### src/rtl/pipeline_ctrl.sv
`default_nettype none
// ============================================================================
// Module   : pipeline_ctrl
// Purpose  : Stall/flush controller for the 5-stage core: stall merge, divider
//            hold counter, exception flush/drain/redirect sequencing.
//            Optional perf counters enabled by PIPE_CTRL_PERF_EN.
// Revision : 1.0 - initial release
// ============================================================================
module pipeline_ctrl #(
  parameter int DIV_CYCLES           = 33,
  parameter int INST_OUTSTANDING_MAX = 2
) (
  input  logic        clk,
  input  logic        rst,
  input  logic        if_stall_req,
  input  logic        id_stall_req,
  input  logic        div_start,
  input  logic        mem_stall_req,
  input  logic        exc_req,
  input  logic [31:0] exc_target,
  input  logic        inst_req_fire,
  input  logic        inst_resp_fire,
  output logic [3:0]  stall,
  output logic        flush,
  output logic        inst_req_allow,
  output logic        inst_resp_discard,
  output logic        pc_redirect,
  output logic [31:0] pc_redirect_target,
  output logic        div_busy
`ifdef PIPE_CTRL_PERF_EN
  ,
  output logic [4*32-1:0] perf_stall_cycles,
  output logic [31:0]     perf_flush_count
`endif
);

  localparam logic [1:0] c_ST_RUN      = 2'd0;
  localparam logic [1:0] c_ST_DRAIN    = 2'd1;
  localparam logic [1:0] c_ST_REDIRECT = 2'd2;

  localparam logic [5:0] c_DIV_LOAD = 6'(DIV_CYCLES - 1);
  localparam logic [1:0] c_OUT_MAX  = 2'(INST_OUTSTANDING_MAX);

  logic [1:0]  state_q, state_d;
  logic [5:0]  div_cnt_q, div_cnt_d;
  logic [1:0]  out_cnt_q, out_cnt_d;
  logic [31:0] target_q, target_d;
  logic        w_accept;

  always_comb begin
    w_accept = !rst && (state_q == c_ST_RUN) && exc_req && !mem_stall_req;
    flush    = w_accept;

    // During the exception sequence IF is held and downstream sees bubbles.
    stall = 4'b0000;
    if (rst) begin
      stall = 4'b0000;
    end else if (state_q != c_ST_RUN) begin
      stall = 4'b0001;
    end else if (mem_stall_req) begin
      stall = 4'b1111;
    end else if ((div_cnt_q != 6'd0) || div_start) begin
      stall = 4'b0111;
    end else if (id_stall_req) begin
      stall = 4'b0011;
    end else if (if_stall_req) begin
      stall = 4'b0001;
    end
  end

  always_comb begin
    out_cnt_d = out_cnt_q;
    case ({inst_req_fire, inst_resp_fire})
      2'b10:   out_cnt_d = out_cnt_q + 2'd1;
      2'b01:   out_cnt_d = out_cnt_q - 2'd1;
      default: out_cnt_d = out_cnt_q;
    endcase

    div_cnt_d = div_cnt_q;
    if (w_accept) begin
      div_cnt_d = 6'd0;
    end else if (div_start && (div_cnt_q == 6'd0)) begin
      div_cnt_d = c_DIV_LOAD;
    end else if (div_cnt_q != 6'd0) begin
      div_cnt_d = div_cnt_q - 6'd1;
    end

    target_d = w_accept ? exc_target : target_q;

    state_d = state_q;
    case (state_q)
      c_ST_RUN: begin
        if (w_accept) begin
          state_d = (out_cnt_d != 2'd0) ? c_ST_DRAIN : c_ST_REDIRECT;
        end
      end
      c_ST_DRAIN: begin
        if (out_cnt_d == 2'd0) begin
          state_d = c_ST_REDIRECT;
        end
      end
      c_ST_REDIRECT: state_d = c_ST_RUN;
      default:       state_d = c_ST_RUN;
    endcase
  end

  always_ff @(posedge clk) begin
    if (rst) begin
      state_q   <= c_ST_RUN;
      div_cnt_q <= 6'd0;
      out_cnt_q <= 2'd0;
      target_q  <= 32'd0;
    end else begin
      state_q   <= state_d;
      div_cnt_q <= div_cnt_d;
      out_cnt_q <= out_cnt_d;
      target_q  <= target_d;
    end
  end

  assign div_busy           = (div_cnt_q != 6'd0);
  assign inst_req_allow     = (state_q == c_ST_RUN) && (out_cnt_q < c_OUT_MAX);
  assign inst_resp_discard  = (state_q == c_ST_DRAIN);
  assign pc_redirect        = (state_q == c_ST_REDIRECT);
  assign pc_redirect_target = target_q;

`ifdef PIPE_CTRL_PERF_EN
  logic [31:0] perf_flush_q;

  generate
    for (genvar gi = 0; gi < 4; gi++) begin : g_perf_stall
      logic [31:0] perf_cnt_q;
      always_ff @(posedge clk) begin
        if (rst) begin
          perf_cnt_q <= 32'd0;
        end else if (stall[gi]) begin
          perf_cnt_q <= perf_cnt_q + 32'd1;
        end
      end
      assign perf_stall_cycles[gi*32 +: 32] = perf_cnt_q;
    end
  endgenerate

  always_ff @(posedge clk) begin
    if (rst) begin
      perf_flush_q <= 32'd0;
    end else if (flush) begin
      perf_flush_q <= perf_flush_q + 32'd1;
    end
  end

  assign perf_flush_count = perf_flush_q;
`endif

endmodule
`default_nettype wire

### config.mk
export PLATFORM = sky130hd
export DESIGN_NAME = pipeline_ctrl
export DESIGN_NICKNAME = d
export VERILOG_FILES = /design/src/rtl/pipeline_ctrl.sv
export SDC_FILE = /design/constraint.sdc
export NUM_CORES = 1
export LEC_CHECK = 0
export CAP_MARGIN = 5
export CORE_MARGIN = 8
export CORE_UTILIZATION = 44
export CTS_BUF_LIST = sky130_fd_sc_hd__clkbuf_16
export DETAILED_ROUTE_END_ITERATION = 10
export GPL_TIMING_DRIVEN = 0
export PLACE_DENSITY = 0.84
export SLEW_MARGIN = 20
export SYNTH_ARGS = -nofsm -noshare
export SYNTH_HDL_FRONTEND = slang
export SYNTH_SLANG_ARGS = --single-unit
### constraint.sdc
create_clock -name clk -period 4.35 [get_ports clk]
set_clock_uncertainty 0.2 [all_clocks]
set_input_delay 1.305 -clock clk [delete_from_list [all_inputs] [get_ports clk]]
set_output_delay 1.305 -clock clk [all_outputs]
set_load 0.03 [all_outputs]
==> flow_summary_export.csv <==
group,metric,value,unit
outcome,status,"complete, no violations",
drt,wl_per_cell,15.2,µm
synth,avgSynthCellArea,8.29,µm²
worst_hold_path,hp-class,"flip-flop to flip-flop",
layout,final_area,2800,µm²
clock_network,clkTransAtPathRegs,0.06,ns
synth,synth_seq_cells,42,
layout,layout-drive-gt1-share,6.86,%
clock_network,postCtsHoldBufs,0,
power_and_ir_drop,clkPwrFrac,27.7,%
floorplan,coreArea,3970,µm²
sta,fmax,0.235,GHz
placed_design,postPlaceCellArea,2670,µm²
worst_setup_path,timing.rr.start,"div_cnt_q[0]",
worst_setup_path,critPathSlowestCell,"clkdlybuf4s50_1",
floorplan,die_w,79.9,µm
worst_setup_path,startpoint,"rst",
synth,synth_area,1800,µm²
sta,finalCritPeriodShare,97.7,%
drt,drt_pass1_iterations,4,
power_and_ir_drop,pwr-share-seq,37.4,%
worst_setup_path,criticalPathCategory,"input pin to output pin",
synth,synth_cells,217,
worst_hold_path,hp-start,"pc_redirect_target[19]",
power_and_ir_drop,p_leak,1.00,nW
sta,hold_viol,0,
global_route,grt_max_degree,13,
drt,drc,0,
power_and_ir_drop,cell_internal_pwr,0.000831,W
sta,layout_min_cycle_time,4.25,ns
worst_setup_path,r2r_cells,6,
power_and_ir_drop,ir_drop,0.241,mV
placed_design,gp_congestion,0.761,
sta,setup_viol,0,
synth,yosysWarnings,0,
floorplan,die_h,79.9,µm
worst_setup_path,path_depth,6,
drt,ant_nets,0,
floorplan,placementRows,23,
global_route,grt_pass1_wl,8690,µm
layout,syn2layout_area_growth,55.5,%
power_and_ir_drop,p_sw_share,33.4,%
drt,dr_total_vias,1898,
floorplan,dieArea,6390,µm²
worst_setup_path,crit_path_cell_trace,"clkdlybuf4s50_1, or3_1, buf_2, buf_6, a21oi_1, buf_2",
clock_network,cts_tree,"built",
clock_network,insertion_delay,0.27,ns
clock_network,ctsRootBufferMaster,"clkbuf_16",
layout,regArea,841,µm²
worst_setup_path,cp_max_fo,10,
placed_design,place_hpwl,3970,µm
synth,syn_nets,260,
layout,post-route-util,70.4,%
worst_setup_path,path_common_cell,"buf_2",
drt,detail_route.wirelength,5400,µm
clock_network,cts_setup_buffers,0,
placed_design,portBuffers,81,
synth,ys_types,28,
synth,synth_seq_area_share,46.7,%
job,drv_cap,0,
power_and_ir_drop,powerDensity,446,nW/µm²
worst_setup_path,cp-end-kind,"output pin",
clock_network,cts_inserted_buffers,5,
worst_setup_path,worst_setup_path_start_kind,"input pin",
layout,multi_input_area,845,µm²
layout,nets,348,
power_and_ir_drop,p_comb_share,34.9,%
drt,first_iter_violations,124,
clock_network,clockBufferDepth,2,
worst_hold_path,hold_depth,2,
floorplan,initial_utilization,45.3,%
global_route,grt_overflow_total,0,
placed_design,dp.cells,348,
global_route,track_usage,16.8,%
layout,stdcell_count,356,
global_route,grt_pass1_vias,1813,
worst_setup_path,slowest_delay,0.47,ns
sta,worstMarginPinSlew,0.485,ns
sta,slew_violations,0,
clock_network,cts_num_sinks,42,
drt,vias_per_cell,5.33,
sta,hold-worst-slack,0.273,ns
layout,diodes,0,
worst_setup_path,cp_top_family,"buffers and inverters",
worst_setup_path,path_buf_inv,4,
sta,rsz0062_at_grt,"no",
sta,slew_headroom,67.7,%
worst_setup_path,arrival,2.75,ns
global_route,antenna_found_initial,0,
floorplan,ioPinCount,82,
layout,fillers,335,
clock_network,htreeDepth,2,
worst_setup_path,critPathRequiredTime,2.84,ns
power_and_ir_drop,power_switching,0.000417,W
[cells in the mapped netlist (all sizes together)]
master / n / area [µm²]
a22oi: 1 / 7.51
buf: 12 / 75.1
ha: 2 / 25.0
xor2: 1 / 8.76
mux2i: 1 / 10.0
nor3: 9 / 55.1
nor3b: 1 / 7.51
a21o: 3 / 22.5
o21ai: 34 / 170
or3: 2 / 12.5
nor2: 7 / 26.3
inv: 5 / 18.8
o21bai: 1 / 7.51
and2: 2 / 12.5
xnor2: 3 / 26.3
nor2b: 8 / 50.1
nand3: 32 / 160
clkbuf: 7 / 26.3
nand4b: 2 / 17.5
nand2b: 2 / 12.5
dfxtp: 42 / 841
a31oi: 2 / 12.5
a21oi: 37 / 185
a311oi: 1 / 8.76
[worst reg2reg max path: stages (launching register included)]
cell and delay (ns):
dfxtp_1 0.37, inv_1 0.08, ha_1 0.23, nor2b_1 0.31, and2_1 0.17, clkbuf_1 0.26
nor3_1 0.10
[what timing repair did]
action	in CTS	in global routing
resized for setup	18	4
cloned	0	0
setup endpoints to repair	5	2
[worst paths after layout]
kind              slack, ns                      to
setup reg to reg       2.51            div_cnt_q[2]
hold reg to reg        0.27  pc_redirect_target[19]
setup / recovery        0.1                stall[1]
hold / removal         0.27  pc_redirect_target[19]
[flip-flops by register name, indices dropped and copies added, names as in the netlist]
register	cells
state_q	2
pc_redirect_target	32
div_cnt_q	6
out_cnt_q	2
[cell usage in the layout (no fill, tap or decap), types with 2 or more instances in the layout]
| cell type | instances |
|---|---|
| clkdlybuf4s50_1 | 76 |
| dfxtp_1 | 42 |
| a21oi_1 | 37 |
| nand3_1 | 32 |
| o21ai_1 | 27 |
| buf_2 | 8 |
| nor2b_1 | 8 |
| nor2_1 | 7 |
| nor3_1 | 7 |
| o21ai_0 | 7 |
| clkbuf_1 | 6 |
| inv_1 | 5 |
| clkbuf_16 | 5 |
| buf_6 | 3 |
| buf_1 | 3 |
| a21o_1 | 3 |
| xnor2_1 | 3 |
| clkinv_1 | 3 |
| nand2b_1 | 2 |
| clkbuf_2 | 2 |
| or3_1 | 2 |
| and2_1 | 2 |
| a31oi_1 | 2 |
| nand4b_1 | 2 |
| ha_1 | 2 |
[layer usage]
metal | global-route usage (%) | vias to the layer above | part of all wire, %
met4 | 5.64 | 0 | 1.8
met5 | 0 | - | 0
li1 | - | 948 | -
met2 | 27.7 | 66 | 49
met3 | 5.41 | 8 | 6.9
met1 | 19.9 | 876 | 42
[logic make-up after synthesis]
| logic type | after synthesis | synth area share [%] |
|---|---|---|
| AOI/OAI and AO/OA | 79 | 23.0 |
| and+or+nand+nor | 65 | 19.7 |
| DFF | 42 | 46.7 |
| buffers and inverters | 24 | 6.68 |
| xor gates and xnor gates | 4 | 1.95 |
| adders and majority gates | 2 | 1.39 |
| muxes | 1 | 0.556 |
[stage by stage]
step	power, W	TNS (ns)	setup slack [ns]
6_report	0.00125	0	0.0999
4_1_cts	0.00125	0	0.0115
5_1_grt	0.00132	0	0.0210
2_1_floorplan	0.000758	0	0.468
3_3_place_gp	0.000901	-1.44	-0.361
3_5_place_dp	0.000907	-1.45	-0.353
[power groups by stage]
stage	clock network [W]	registers (W)	logic, W
5_1_grt	0.000370	0.000471	0.000475
3_5_place_dp	0	0.000471	0.000436
2_1_floorplan	0	0.000484	0.000275
6_report	0.000346	0.000467	0.000436
4_1_cts	0.000348	0.000465	0.000437
3_3_place_gp	0	0.000469	0.000432
[cell type report]
class	count	share of cell area, %
repair buffers	81	28.2
clock buffers	5	4.47
well taps	50	2.24
inverters	5	0.671
plain buffers	19	3.76
flip-flops and latches	42	30.1
clock inverters	3	0.403
multi-input cells	151	30.2
(Power assumes the default switching activity.)
